### config.mk
export PLATFORM = sky130hd
export DESIGN_NAME = mem_port_arbiter
export DESIGN_NICKNAME = d
export VERILOG_FILES = /design/src/rtl/mem_port_arbiter.sv
export SDC_FILE = /design/constraint.sdc
export NUM_CORES = 1
export LEC_CHECK = 0
export CORE_MARGIN = 5
export CORE_UTILIZATION = 44
export CTS_BUF_LIST = sky130_fd_sc_hd__clkbuf_8
export DETAILED_ROUTE_END_ITERATION = 8
export GPL_ROUTABILITY_DRIVEN = 1
export PLACE_DENSITY = 0.81
export SETUP_SLACK_MARGIN = 0.2
export SYNTH_ARGS = -nofsm -noshare
export SYNTH_HDL_FRONTEND = slang
export SYNTH_SLANG_ARGS = --single-unit
### constraint.sdc
create_clock -name clk -period 2.77 [get_ports clk]
set_input_delay 0.554 -clock clk [delete_from_list [all_inputs] [get_ports clk]]
set_output_delay 0.554 -clock clk [all_outputs]
set_load 0.005 [all_outputs]
### src/rtl/mem_port_arbiter.sv
// Arbiter sharing one single-port, multi-cycle memory between instruction
// fetch and the data-memory stage. Each access is a one-pulse request/done
// handshake. Data requests take priority over fetch, but only until a bounded
// streak is reached. Issuing stops for good once HALT is decoded.
module mem_port_arbiter #(
  parameter int ADDR_W     = 16,
  parameter int DATA_W     = 16,
  parameter int MAX_STREAK = 4
) (
  input  logic              clk,
  input  logic              rst_n,
  input  logic              halt,
  input  logic              if_req,
  input  logic [ADDR_W-1:0] if_addr,
  output logic              if_done,
  output logic [DATA_W-1:0] if_rdata,
  output logic              if_err,
  output logic              if_stall,
  input  logic              dm_req,
  input  logic              dm_wr,
  input  logic [ADDR_W-1:0] dm_addr,
  input  logic [DATA_W-1:0] dm_wdata,
  output logic              dm_done,
  output logic [DATA_W-1:0] dm_rdata,
  output logic              dm_err,
  output logic              dm_stall,
  output logic              mem_req,
  output logic              mem_wr,
  output logic [ADDR_W-1:0] mem_addr,
  output logic [DATA_W-1:0] mem_wdata,
  input  logic              mem_busy,
  input  logic              mem_done,
  input  logic [DATA_W-1:0] mem_rdata,
  output logic              halted
);

  localparam int SW = $clog2(MAX_STREAK + 1);
  localparam logic [SW-1:0] STREAK_MAX = SW'(MAX_STREAK);

  typedef enum logic [2:0] {
    IDLE, ISSUE_IF, ISSUE_DM, WAIT_IF, WAIT_DM, RESP_IF, RESP_DM, HALTED
  } state_t;

  state_t        state;
  logic [SW-1:0] streak;
  logic          dm_win;

  // Data wins unless fetch is waiting and data already used its full streak
  assign dm_win = dm_req & ~(if_req & (streak == STREAK_MAX));

  // Stalls follow the handshake directly: waiting until the done pulse
  assign if_stall = if_req & ~if_done;
  assign dm_stall = dm_req & ~dm_done;

  // Arbitration FSM with all outputs registered; done/req pulses default low
  always_ff @(posedge clk or negedge rst_n) begin
    if (!rst_n) begin
      state     <= IDLE;
      streak    <= '0;
      if_done   <= 1'b0;
      if_rdata  <= '0;
      if_err    <= 1'b0;
      dm_done   <= 1'b0;
      dm_rdata  <= '0;
      dm_err    <= 1'b0;
      mem_req   <= 1'b0;
      mem_wr    <= 1'b0;
      mem_addr  <= '0;
      mem_wdata <= '0;
      halted    <= 1'b0;
    end else begin
      if_done <= 1'b0;
      dm_done <= 1'b0;
      mem_req <= 1'b0;
      // A streak only counts while fetch is actually being held off
      if (!if_req) streak <= '0;

      case (state)
        IDLE: begin
          if (halt) begin
            state  <= HALTED;
            halted <= 1'b1;
          end else if (!mem_busy) begin
            if (dm_win) begin
              if (if_req && streak != STREAK_MAX) streak <= streak + 1'b1;
              if (dm_addr[0]) begin
                // Misaligned: answer at once, memory is never touched
                state    <= RESP_DM;
                dm_done  <= 1'b1;
                dm_err   <= 1'b1;
                dm_rdata <= '0;
              end else begin
                state     <= ISSUE_DM;
                mem_req   <= 1'b1;
                mem_wr    <= dm_wr;
                mem_addr  <= dm_addr;
                mem_wdata <= dm_wdata;
              end
            end else if (if_req) begin
              streak <= '0;
              if (if_addr[0]) begin
                state    <= RESP_IF;
                if_done  <= 1'b1;
                if_err   <= 1'b1;
                if_rdata <= '0;
              end else begin
                state    <= ISSUE_IF;
                mem_req  <= 1'b1;
                mem_wr   <= 1'b0;
                mem_addr <= if_addr;
              end
            end
          end
        end

        ISSUE_IF, WAIT_IF: begin
          if (mem_done) begin
            state    <= RESP_IF;
            if_done  <= 1'b1;
            if_err   <= 1'b0;
            if_rdata <= mem_rdata;
          end else begin
            state <= WAIT_IF;
          end
        end

        ISSUE_DM, WAIT_DM: begin
          if (mem_done) begin
            state    <= RESP_DM;
            dm_done  <= 1'b1;
            dm_err   <= 1'b0;
            dm_rdata <= mem_wr ? '0 : mem_rdata;
          end else begin
            state <= WAIT_DM;
          end
        end

        RESP_IF, RESP_DM: state <= IDLE;

        HALTED: state <= HALTED;

        default: state <= IDLE;
      endcase
    end
  end

endmodule
==> summary.md <==
| Metric | Value |
|---|---|
| Internal Power | 3.45 mW |
| H-tree depth | 3 |
| Clock power frac | 0.203 |
| Fillcell total | 603 |
| WP data arrival | 1850 ps |
| Avg Cell Area, Syn | 11.4 sq um |
| Area grow syn2layout | 51.8% |
| Most frequent cells in the layout | 142 x clkdlybuf4s50_1, 76 x dfrtp_1, 54 x nand2_1, 47 x mux2_2, 23 x inv_1 |
| Vias post-DR | 2724 |
| Initial antenna violation count | 0 |
| Final hold viol count | 0 |
| Min Tclk post-route | 2400 ps |
| Wirelength per Cell | 15.3 um |
| Initial DRC Count | 80 |
| Hold slack | 336 ps |
| YS warnings | 0 |
| Sequential Power Share | 0.381 |
| Rows | 32 |
| Area of the multi-input gates | 1340 sq um |
| Total GRT Usage | 0.181 |
| Synth unique cells | 39 |
| Register area | 1900 sq um |
| First-pass iteration count of the detailed router | 4 |
| Outcome | complete, no violations |
| Post-detail-place hpwl | 6.20 mm |
| Core area | 7650 sq um |
| Final Skew | 10.8 ps |
| Max Clk Rate | 417 MHz |
| Critical path class | in2out |
| First-pass GRT wire length | 14.2 mm |
| Tightest Pin Transition | 953 ps |
| Largest net degree at the start of global routing | 77 |
| Max Cap Viol | 0 |
| Worst VDD drop | 548 uV |
| Vias per std cell | 4.93 |
| Combinational share of power | 0.416 |
| WL final | 8.46 mm |
| Fin. max-slew vios | 0 |
| Synth area leaders | dfrtp_1 56%, mux2_2 15%, nand2_1 5.9% |
| Leakage | 2.35 nW |
| Most common cell after layout, fill and taps aside | clkdlybuf4s50_1 |
| Power per cell area | 934 nW/um^2 |
| Setup repair bufs after CTS | 0 |
| IO Pins | 145 |
| RSZ-0062 raised after global routing | no |
| DRC Markers | 0 |
| Switch Pwr | 1.39 mW |
| NumNets Final | 521 |
| Mapped Nets | 374 |
| Post-synthesis register bit count | 76 |
| Yosys top cell by area | dfrtp_1 |
| CTS tree | done |
| Die Y | 98.2 um |
| Sequential-to-total area share from yosys stat | 0.556 |
| Max clock buf depth | 2 |
| Synth Cell Area | 3420 sq um |
| Starting Density | 0.447 |
| Fin cells | 552 |
| Post-synth top area share | 0.556 |
| TritonCTS Sinks | 76 |
| Share of cells above drive strength 1 | 0.171 |
| Setup TNS Final | 0 ps |
| Clk slew on worst S/H paths | 80 ps |
| Post-Syn Instances | 300 |
| Switching share of power | 0.288 |
| Remaining global-route overflow | 0 |
| Worst Hold Class | in2async |
| Die area | 9630 sq um |
| Hold buffer count at cts | 0 |
| TritonCTS Buffers | 9 |
| Placer congestion estimate | 0.765 |
| Die W | 98.2 um |
| Final setup vio count | 0 |
| Vias in the first global route | 2903 |
| Resized cells post-CTS | 0 |
| Root Buffer Master | clkbuf_8 |
| Tcrit/Tclk final | 0.867 |
| Number of diodes | 0 |
| CP required | 2220 ps |
| Rel. slew slack | 0.364 |
| Port Buf Inserts | 143 |
| R2r startpoint | state[2] |
| CP endpoint kind | output pin |
| Placed cell count | 538 |
| Critical path peak fanout | 9 |
| Startpoint Class | input pin |
| Critical path origin | dm_req |
| Post-route ant nets | 0 |
| Clk_lat worst skew | 340 ps |
[worst max-delay path, stage by stage]
cell and delay, ps:
clkdlybuf4s50_1 620, nor2b_1 170, clkdlybuf4s50_1 500
[flip-flops by register name (all words and copies together), names as in the netlist]
name / count
dm_done: 1
dm_err: 1
dm_rdata: 16
halted: 1
if_done: 1
if_err: 1
if_rdata: 16
mem_addr: 15
mem_req: 1
mem_wdata: 16
mem_wr: 1
state: 3
streak: 3
[worst paths after layout]
check                      cells after the start           end  slack [ps]
setup / recovery                               3      dm_stall         370
setup reg to reg                               4  mem_wdata[6]         490
min in group clk                               1        halted         470
max in group asynchronous                      1      state[0]        1790
hold reg to reg                                1        halted         470
hold / removal                                 1  mem_wdata[5]         340
[metrics by stage]
step,worst slack (ps),util,power [mW],area [sq um]
after floorplan,677,-,2.65,3420
after global placement,269,0.649,3.86,4960
after detailed placement,192,0.649,3.92,4960
after CTS,369,0.679,4.91,5190
after global routing,291,0.679,5.17,5190
final,369,0.679,4.85,5190
[layer usage]
metal | vias up | track usage | share of wire
li1 | 1291 | - | -
met1 | 1310 | 0.224 | 0.41
met2 | 110 | 0.302 | 0.49
met3 | 13 | 0.0543 | 0.089
met4 | 0 | 0.0609 | 0.012
met5 | - | 0 | 0
[cell type report]
cell class | instances | area share
Clock buffer | 9 | 0.0239
Clock inverter | 5 | 0.0198
Inverter | 23 | 0.0166
Multi-Input combinational cell | 185 | 0.258
Sequential cell | 76 | 0.366
Tap cell | 102 | 0.0246
Timing Repair Buffer | 152 | 0.291
[cell usage after synthesis, drive strengths merged]
library cell	instances
a211oi	1
a21boi	4
a21oi	3
a221oi	1
a22o	1
a31oi	1
and2	1
and3	4
and3b	1
buf	12
clkbuf	4
conb	1
dfrtp	76
ha	2
inv	23
mux2	47
mux2i	16
nand2	54
nand2b	1
nand3	5
nand3b	1
nor2	5
nor2b	2
nor3	2
nor3b	3
o21a	1
o21ai	19
o21bai	2
o221ai	1
o31a	1
o31ai	1
or2	1
or3	2
xor2	1
[power by group through the flow]
stage	Sequential, mW	Combinational, mW	Clock, mW
2_1_floorplan	1.87	0.785	0
3_3_place_gp	1.86	2.01	0
3_5_place_dp	1.87	2.05	0
4_1_cts	1.86	2.06	0.996
5_1_grt	1.92	2.20	1.05
6_report	1.85	2.02	0.983
[cells by family after synthesis]
kind of cell | after synthesis | share of synthesized area
other cells | 1 | 0.00110
mux | 63 | 0.202
flops | 76 | 0.556
simple gates | 82 | 0.111
buf+inv | 39 | 0.0549
xor+xnor | 1 | 0.00256
fa+ha+maj | 2 | 0.00732
compound gates | 36 | 0.0651
(Power assumes the default switching activity.)
==> edit (same flow settings) <==
Re-encode `state_t` (8 states) as one-hot, 8 bits wide.
--- a/src/rtl/mem_port_arbiter.sv
+++ b/src/rtl/mem_port_arbiter.sv
@@ -38,6 +38,6 @@
   localparam logic [SW-1:0] STREAK_MAX = SW'(MAX_STREAK);
 
-  typedef enum logic [2:0] {
-    IDLE, ISSUE_IF, ISSUE_DM, WAIT_IF, WAIT_DM, RESP_IF, RESP_DM, HALTED
+  typedef enum logic [7:0] {
+    IDLE = 8'b00000001, ISSUE_IF = 8'b00000010, ISSUE_DM = 8'b00000100, WAIT_IF = 8'b00001000, WAIT_DM = 8'b00010000, RESP_IF = 8'b00100000, RESP_DM = 8'b01000000, HALTED = 8'b10000000
   } state_t;
 
Behaviour: same outputs for any inputs over 4 cycles, from zero or initial values and one cycle with rst_n low; so few cycles prove little.
==> edit against the unedited design <==
- design area rose by 9.8%
- total power rose by 3.0%
- hold slack got worse by 0.15 ns
- sequential cell count rose by 5
- highest routed layer unchanged
- wire length rose by 26%
- largest power group is now registers
- area after synthesis rose by 13%
- global-route usage rose by 1.5 points
- setup slack got worse by 0.0049 ns
==> edit: results (changes against the unedited design) <==
run_status: "complete, no violations"
grt_pass1_vias: 3240  # +12%
first_iter_violations: 199  # +150%
synth_top_family_by_area: "simple AND/OR/NAND/NOR gates"
startpoint: "if_req"
postRouteWirelength_um: 10700  # +26%
dr.pass1.iters: 5  # +1
synth-xor-area-share: 0.00680  # +0.00423
seq_area_frac_synth: 0.525  # -0.0316
post_layout_nonfiller_instances: 602  # +9.1%
globalplace.congestion: 0.844  # +10%
synth_fa_ha_area_frac: 0.00647  # -0.000845
finClkSkew_ns: 0.0131  # +0.00229 ns
wl_met1_um: 4380  # +27%
grt_pass1_wl_um: 17200  # +21%
syn_nets: 416  # +11%
grt_max_degree: 46  # -40%
post-place-ws_ns: 0.191  # -0.000871 ns
synth_mux_area_frac: 0.139  # -0.0625
synthTopCellsByArea: "dfrtp_1 (52%), mux2_2 (13%), o31ai_1 (6.2%)"
pwr-share-seq: 0.402  # +0.021
place.detailed.hpwl_um: 8060  # +30%
fin_nets: 563  # +8.1%
grt_util_all_layers: 0.196  # +0.0149
cp_max_fo: 5  # -4
crit_path_max_incr_delay_ns: 0.55  # -0.07 ns
drive_above_1_share: 0.190  # +0.0192
[edit: cell count changes after synthesis, sizes merged, moves of 14 or more]
| cell | delta |
|---|---|
| nand2 | -51 |
| o31ai | +31 |
| nand4 | +16 |
| o21ai | -15 |
| mux2i | -14 |
[edit: worst paths after layout]
| path | to | slack, ns |
|---|---|---|
| setup reg to reg | dm_rdata[12] | 0.38 |
| max in group asynchronous | state[0] | 1.84 |
| min in group clk | halted | 0.48 |
| hold / removal | if_rdata[7] | 0.18 |
| hold reg to reg | halted | 0.48 |
| setup / recovery | if_stall | 0.36 |
[edit: final cells by class]
type | instances | area [um^2] | share of cell area
Inverter | 36 | 135 | 0.0237
Clock inverter | 5 | 78.8 | 0.0138
Sequential cell | 81 | 2030 | 0.356
Clock buffer | 11 | 151 | 0.0266
Timing Repair Buffer | 159 | 1550 | 0.272
Multi-Input combinational cell | 202 | 1620 | 0.285
Tap cell | 108 | 135 | 0.0237
